--- config.mk ---
export PLATFORM = sky130hd
export DESIGN_NAME = seg7_scan_driver_flat
export DESIGN_NICKNAME = d
export VERILOG_FILES = /design/src/rtl/seg7_scan_driver_if.sv /design/src/rtl/seg7_scan_driver.sv /design/src/flat_wrapper.sv
export SDC_FILE = /design/constraint.sdc
export NUM_CORES = 1
export LEC_CHECK = 0
export BUFFER_PORTS_ARGS = -buffer_cell sky130_fd_sc_hd__buf_2
export CAP_MARGIN = 20
export CORE_MARGIN = 2
export CORE_UTILIZATION = 40
export DETAILED_ROUTE_END_ITERATION = 10
export PLACE_DENSITY = 0.57
export SLEW_MARGIN = 20
export SYNTH_ARGS = -nofsm -noshare
export SYNTH_HDL_FRONTEND = slang
export SYNTH_SLANG_ARGS = --single-unit
--- constraint.sdc ---
create_clock -name clk -period 3.8 [get_ports clk]
set_input_delay 0.76 -clock clk [delete_from_list [all_inputs] [get_ports clk]]
set_output_delay 0.76 -clock clk [all_outputs]
set_load 0.02 [all_outputs]
--- src/rtl/seg7_scan_driver_if.sv ---
// seg7_scan_driver_if: digit/decimal-point inputs and cathode/anode outputs of the scan driver
interface seg7_scan_driver_if;
    logic [3:0] digit1;
    logic [3:0] digit2;
    logic [3:0] digit3;
    logic [3:0] digit4;
    logic [3:0] dp_en;
    logic [7:0] seg_cat;
    logic [3:0] seg_an;

    modport master (
        output digit1, digit2, digit3, digit4, dp_en,
        input  seg_cat, seg_an
    );

    modport slave (
        input  digit1, digit2, digit3, digit4, dp_en,
        output seg_cat, seg_an
    );
endinterface

--- src/rtl/seg7_scan_driver.sv ---
// seg7_scan_driver: 4-digit common-anode seven-segment scan driver with per-frame digit snapshot and
// anode-off dead time at the start of every slot; optional leading-zero blanking under SSD_LZ_BLANK_EN
module seg7_scan_driver #(
    parameter int REFRESH_DIV  = 100000,
    parameter int BLANK_CYCLES = 1000
) (
    input logic clk,
    input logic rst,
    seg7_scan_driver_if.slave bus
);
    localparam int CW = $clog2(REFRESH_DIV);

    logic [CW-1:0]     cnt_q, cnt_d;
    logic [1:0]        idx_q, idx_d;
    logic [3:0][3:0]   snap_q, snap_d;
    logic [3:0]        an_q, an_d;
    logic [7:0]        cat_q, cat_d;
    logic [3:0]        lz;
    logic              slot_tick;
    logic              blank;

    function automatic logic [6:0] decode(input logic [3:0] d);
        case (d)
            4'd0:    decode = 7'h40;
            4'd1:    decode = 7'h79;
            4'd2:    decode = 7'h24;
            4'd3:    decode = 7'h30;
            4'd4:    decode = 7'h19;
            4'd5:    decode = 7'h12;
            4'd6:    decode = 7'h02;
            4'd7:    decode = 7'h78;
            4'd8:    decode = 7'h00;
            4'd9:    decode = 7'h10;
            default: decode = 7'h3F;
        endcase
    endfunction

    // Prescaler, slot index, frame snapshot and next registered pin values from the current slot state
    always_comb begin
        slot_tick = cnt_q == CW'(REFRESH_DIV - 1);
        cnt_d     = slot_tick ? '0 : cnt_q + 1'b1;
        idx_d     = slot_tick ? idx_q + 2'd1 : idx_q;
        snap_d    = (slot_tick && idx_q == 2'd3) ? {bus.digit4, bus.digit3, bus.digit2, bus.digit1} : snap_q;
`ifdef SSD_LZ_BLANK_EN
        lz[3]     = snap_q[3] == 4'd0;
        lz[2]     = snap_q[3] == 4'd0 && snap_q[2] == 4'd0;
        lz[1]     = snap_q[3] == 4'd0 && snap_q[2] == 4'd0 && snap_q[1] == 4'd0;
        lz[0]     = 1'b0;
`else
        lz        = 4'd0;
`endif
        blank     = (32'(cnt_q) < 32'(BLANK_CYCLES)) || lz[idx_q];
        an_d      = blank ? 4'hF : ~(4'b1 << idx_q);
        cat_d     = blank ? 8'hFF : {~bus.dp_en[idx_q], decode(snap_q[idx_q])};
    end

    // State and output registers; reset blanks the display and restarts the scan at slot 0
    always_ff @(posedge clk) begin
        if (rst) begin
            cnt_q  <= '0;
            idx_q  <= 2'd0;
            snap_q <= '0;
            an_q   <= 4'hF;
            cat_q  <= 8'hFF;
        end else begin
            cnt_q  <= cnt_d;
            idx_q  <= idx_d;
            snap_q <= snap_d;
            an_q   <= an_d;
            cat_q  <= cat_d;
        end
    end

    assign bus.seg_an  = an_q;
    assign bus.seg_cat = cat_q;
endmodule

--- src/flat_wrapper.sv ---
// flat-port wrapper written by rule: the top's interface ports become plain ports
module seg7_scan_driver_flat 
#(
    parameter int REFRESH_DIV  = 100000,
    parameter int BLANK_CYCLES = 1000
)
  (clk, rst, bus_digit1, bus_digit2, bus_digit3, bus_digit4, bus_dp_en, bus_seg_cat, bus_seg_an);
  seg7_scan_driver_if bus_i ();
  input logic clk;
  input logic rst;
  input wire logic [$bits(bus_i.digit1)-1:0] bus_digit1;
  input wire logic [$bits(bus_i.digit2)-1:0] bus_digit2;
  input wire logic [$bits(bus_i.digit3)-1:0] bus_digit3;
  input wire logic [$bits(bus_i.digit4)-1:0] bus_digit4;
  input wire logic [$bits(bus_i.dp_en)-1:0] bus_dp_en;
  output wire logic [$bits(bus_i.seg_cat)-1:0] bus_seg_cat;
  output wire logic [$bits(bus_i.seg_an)-1:0] bus_seg_an;
  assign bus_i.digit1 = bus_digit1;
  assign bus_i.digit2 = bus_digit2;
  assign bus_i.digit3 = bus_digit3;
  assign bus_i.digit4 = bus_digit4;
  assign bus_i.dp_en = bus_dp_en;
  assign bus_seg_cat = bus_i.seg_cat;
  assign bus_seg_an = bus_i.seg_an;
  seg7_scan_driver #(.REFRESH_DIV(REFRESH_DIV), .BLANK_CYCLES(BLANK_CYCLES)) u_core (.clk(clk), .rst(rst), .bus(bus_i));
endmodule
==> flow_summary.json, run 1 <==
{
  "status": "finished clean",
  "syn_avg_cell_area_um2": 9.66,
  "syn-num-nets": 273,
  "vias_per_cell": 5.34,
  "synth_cell_types": 41,
  "syn_area_um2": 2330,
  "ys.flop_type": "dfxtp_1",
  "clkTransAtPathRegs_ns": 0.09,
  "regArea_um2": 941,
  "wl_per_cell_um": 14.0,
  "cts_tree": "built",
  "maxSlewHeadroom_pct": 39.3,
  "place_inst": 329,
  "finalSetupTns_ns": 0,
  "crit_fanout": 19,
  "routabilityCongestion": 0.740,
  "criticalPathCategory": "register to register",
  "drcViolationCount": 0,
  "die_h_um": 80.3,
  "start_kind": "register",
  "fp.dieW_um": 80.3,
  "final_max_slew_viol_count": 0,
  "die_area_um2": 6450,
  "ios": 34,
  "finalNonFillerCells": 337,
  "row_count": 27,
  "yosysWarnings": 0,
  "ant_nets": 0,
  "async_reset_ff_share_pct": 0,
  "postCtsSetupRepairBufs": 0,
  "arrival_ns": 2.47,
  "fmax_mhz": 436,
  "antenna_found_initial": 0,
  "hp-class": "register to register",
  "dr.pass1.iters": 7,
  "slowest_stage": "and2_1",
  "io_buffers": 33,
  "cts_buffers": 5,
  "grt_pass1_wl_mm": 7.77,
  "vias": 1799,
  "setup-violations-final": 0,
  "drv_cap": 0,
  "drt-initial-drc-count": 106,
  "dp_hpwl_mm": 3.24,
  "layout_min_cycle_time_ns": 2.29,
  "powerDensity_nw_per_um2": 335,
  "timing.final.crit_share_pct": 60.3,
  "p_leak_nw": 0.846,
  "postCtsHoldBufs": 0,
  "fin_nets": 296,
  "rsz0062_at_grt": "no",
  "syn_to_final_growth_pct": 9.94,
  "slowest_delay_ns": 0.61,
  "track_usage_pct": 15.9,
  "syn_inst": 241,
  "multi_input_area_um2": 1220,
  "cts_htree_levels": 2,
  "cts-root-buf": "clkbuf_8",
  "synth-edff-count": 0,
  "overflow": 0,
  "irDropWorstVdd_mv": 0.140,
  "fp.coreArea_um2": 5570,
  "required_ns": 3.98,
  "clk_latency_ns": 0.31,
  "cts.path.max_buffers": 2,
  "finClkSkew_ns": 0.0109,
  "worstMarginPinSlew_ns": 0.906,
  "num-fill-cells": 556,
  "cts_resized": 0,
  "start_util_pct": 41.8,
  "wl_mm": 4.73,
  "layout-drive-gt1-share_pct": 23.4,
  "synth_seq_area_share_pct": 40.4,
  "cp_cell_sequence": "ha_1 -> and4_1 -> and2_1 -> a21o_1 -> buf_4 -> a21oi_1",
  "insertedDiodeCount": 0,
  "cp-end-kind": "register",
  "synth_seq_cells": 47,
  "final-hold-violation-count": 0,
  "grt_max_degree": 21,
  "grt_pass1_vias": 1593,
  "cts_num_sinks": 47
}
## area by class of cell
| class | count | area share [%] |
|---|---|---|
| clock buffer | 6 | 3.23 |
| clock inverter | 2 | 0.538 |
| inverter | 8 | 1.17 |
| multi-input combinational | 167 | 47.8 |
| sequential | 47 | 36.8 |
| tap | 72 | 3.52 |
| timing repair buffer | 35 | 7.04 |
## where the power goes
group          switching (mW)  internal (mW)  leakage, nW
registers             0.00275          0.495        0.380
clock network           0.182          0.149       0.0516
logic                  0.0157         0.0126        0.415
total                   0.201          0.657        0.846
## Yosys cell counts (all sizes together) (3+ instances only)
library cell	instances	area [um^2]
a21oi	25	125
clkbuf	6	22.5
xnor2	5	43.8
nand3	8	40.0
nor2	18	133
dfxtp	47	941
nand4	20	131
o31ai	17	128
o21ai	11	55.1
nand2	14	52.6
ha	10	125
and4	4	35.0
xor2	8	70.1
buf	13	113
nor3	3	20.0
inv	8	30.0
mux4	5	113
## routing by layer
layer	up-vias	share of wire (%)	GRT usage, %
met5	-	0	0
met4	0	1.8	7.12
met3	5	3.4	3.71
met2	33	46	22.8
met1	844	49	22.4
li1	917	-	-
## worst max-delay path, delay by kind of cell (launching register included)
family,cells,cell delay [ns]
fa+ha+maj,1,0.22
flops,1,0.39
simple gates,2,0.97
compound gates,2,0.26
buf+inv,1,0.31
## flip-flops by register name, indices dropped and copies added, names as in the netlist
signal,count
u_core.bus.seg_cat,8
u_core.cnt_q,17
u_core.snap_q,16
u_core.bus.seg_an,4
u_core.idx_q,2
## metrics by stage
step	hold slack, ns	cell area [um^2]	utilization (%)	power (mW)	setup WS, ns
global placement	0.452	2460	44.2	0.538	1.55
floorplan	0.439	2330	-	0.526	2.03
CTS	0.472	2560	45.9	0.865	1.50
finish	0.473	2560	45.9	0.857	1.51
detailed placement	0.457	2460	44.2	0.538	1.54
global route	0.490	2560	45.9	0.890	1.36
## worst paths after layout
path	start	to	slack (ns)	cells after the start
worst max-delay path	u_core.cnt_q[0]	u_core.cnt_q[15]	1.51	6
worst min-delay path	u_core.snap_q[6]	u_core.snap_q[6]	0.47	2
worst max register to register	u_core.cnt_q[0]	u_core.cnt_q[15]	1.51	6
worst min register to register	u_core.snap_q[6]	u_core.snap_q[6]	0.47	2
## logic make-up (layout without fill, tap and decap cells)
group,Yosys count,in the layout,synth area share [%]
compound gates,57,57,14.5
mux,5,5,4.84
fa+ha+maj,10,10,5.37
flops,47,47,40.4
simple gates,82,82,22.9
xor+xnor,13,13,4.89
buf+inv,27,51,7.09
## layout by cell type (no fill, tap or decap), types with 4 or more instances in the layout
cell type,Yosys,layout
a21oi_1,25,25
and4_1,4,4
buf_2,5,33
clkbuf_8,0,6
dfxtp_1,47,47
ha_1,10,10
inv_1,8,8
mux4_2,5,5
nand2_1,14,14
nand3_1,8,8
nand4_1,19,19
nor2_1,8,8
nor2_4,8,8
o21ai_0,10,10
o31ai_1,17,17
xnor2_1,5,5
xor2_1,8,8
(Power assumes the default switching activity.)
==> run 2: changes to the inputs <==
Settings changed: ABC_AREA set to 1.
Clock period 3.8 ns to 2.35 ns, I/O delays scaled along.
==> flow_summary.json, run 2 <==
{
  "crit_fanout": 17,
  "timing.final.crit_share_pct": 83.2,
  "ys.flop_type": "dfxtp_1",
  "setup-violations-final": 0,
  "synthTopCellsByCount": "nand2_1, nor2_1, dfxtp_1",
  "async_reset_ff_share_pct": 0,
  "regArea_um2": 941,
  "final-hold-violation-count": 0,
  "status": "finished clean",
  "synth_top_area_share_pct": 40.8,
  "wl_per_cell_um": 11.0,
  "grt_max_degree": 19,
  "ios": 34,
  "die_area_um2": 6400,
  "io_buffers": 33,
  "grt_pass1_vias": 1834,
  "die_h_um": 80.0,
  "largest_reg_flops": 17,
  "cts_num_sinks": 47,
  "finClkSkew_ns": 0.0147,
  "synth_cell_types": 29,
  "num-fill-cells": 622,
  "syn_inst": 325,
  "cp-end-kind": "register",
  "required_ns": 2.54,
  "antenna_found_initial": 0,
  "synth_seq_area_share_pct": 40.8,
  "arrival_ns": 2.14,
  "grt_pass1_wl_mm": 8.38,
  "vias": 2020,
  "p_leak_nw": 1.19,
  "cts_buffers": 5,
  "start_util_pct": 41.7,
  "synth_area_leaders": "dfxtp_1, nand2_1, nor2_1",
  "maxSlewHeadroom_pct": 65.7,
  "synth-edff-count": 0,
  "track_usage_pct": 16.5,
  "clkTransAtPathRegs_ns": 0.09,
  "synth_most_common_cell": "nand2_1",
  "postCtsSetupRepairBufs": 0,
  "row_count": 27,
  "top_register": "u_core.cnt_q",
  "finalSetupTns_ns": 0,
  "syn-num-nets": 357,
  "criticalPathCategory": "register to register",
  "hp-class": "input port to register",
  "drt-initial-drc-count": 45,
  "placed_cell_area_um2": 2520,
  "powerDensity_nw_per_um2": 545,
  "synth_top_area_cell": "dfxtp_1",
  "dp_hpwl_mm": 3.51,
  "reg2reg_slack_ns": 0.40,
  "start_kind": "register",
  "worstMarginPinSlew_ns": 0.514,
  "wl_mm": 4.76,
  "cts_tree": "built",
  "layout-drive-gt1-share_pct": 16.3,
  "multi_input_area_um2": 1160,
  "fin_util_pct": 47.6,
  "fp.dieW_um": 80.0,
  "insertedDiodeCount": 0,
  "yosysWarnings": 0,
  "synth_seq_cells": 47,
  "layout_min_cycle_time_ns": 1.95,
  "rsz0062_at_grt": "no",
  "postCtsHoldBufs": 0,
  "cts.path.max_buffers": 2,
  "drcViolationCount": 0,
  "routabilityCongestion": 0.861,
  "fmax_mhz": 512,
  "syn_avg_cell_area_um2": 7.10,
  "syn_area_um2": 2310,
  "cts_htree_levels": 2,
  "fin_nets": 393,
  "cts_resized": 0,
  "drv_cap": 0,
  "irDropWorstVdd_mv": 0.201,
  "final_max_slew_viol_count": 0,
  "final_cell_mix": "nand2_1, nor2_1, dfxtp_1",
  "overflow": 0,
  "vias_per_cell": 4.65,
  "cts-root-buf": "clkbuf_8",
  "clk_latency_ns": 0.30,
  "ant_nets": 0,
  "final_common_cell": "nand2_1",
  "final_cell_area_um2": 2640,
  "syn_to_final_growth_pct": 14.3,
  "fp.coreArea_um2": 5540,
  "dr.pass1.iters": 4
}
==> run 2: final timing paths <==
kind / depth (start not counted) / to / start
worst max-delay path: 9 / u_core.bus.seg_cat[5] / u_core.idx_q[0]
worst max register to register: 9 / u_core.bus.seg_cat[5] / u_core.idx_q[0]
worst min-delay path: 3 / u_core.snap_q[4] / bus_digit2[0]
worst min register to register: 1 / u_core.cnt_q[0] / u_core.cnt_q[0]
==> run 2: layer usage <==
layer | routed length [um] | GRT usage, %
met5 | 0 | 0
met4 | 43 | 4.58
met3 | 191 | 3.96
met2 | 2070 | 25.2
met1 | 2450 | 23.2
==> run 2: through the flow <==
stage	total power, mW	hold WS [ns]	instances	setup WS [ns]
after global routing	1.50	0.377	434	0.106
final	1.44	0.382	434	0.396
after floorplan	0.839	0.417	325	0.733
after CTS	1.46	0.374	434	0.392
after detailed placement	0.859	0.442	426	0.400
after global placement	0.858	0.430	426	0.473
==> run 2: cell families after synthesis <==
kind of cell / count (synthesis) / share of synthesized area [%]
flip-flops: 47 / 40.8
adder cells (fa/ha/maj): 10 / 5.42
AND/OR/NAND/NOR: 189 / 36.6
AO/OA/AOI/OAI: 27 / 6.29
buffers and inverters: 47 / 9.00
XOR/XNOR: 5 / 1.90
==> run 2: report_power, final <==
part	switching, mW	internal (mW)	total (mW)
logic	0.0193	0.0176	0.0369
registers	0.00272	0.800	0.803
clock network	0.282	0.317	0.599
total	0.304	1.13	1.44
==> run 2: cell type report <==
cell class                      count  area share, %
Clock buffer                        5           2.61
Clock inverter                      3           1.66
Inverter                           41           5.83
Multi-Input combinational cell    231           44.0
Sequential cell                    47           35.7
Tap cell                           72           3.42
Timing Repair Buffer               35           6.83
==> run 2: worst max-delay path, cell delays in order (launching register included) <==
cell,delay [ns]
dfxtp_1,0.65
inv_2,0.19
nand2_1,0.10
nand3_1,0.06
nand2_1,0.16
inv_1,0.08
ha_1,0.17
or2_2,0.30
nand3_1,0.07
nand3_1,0.07
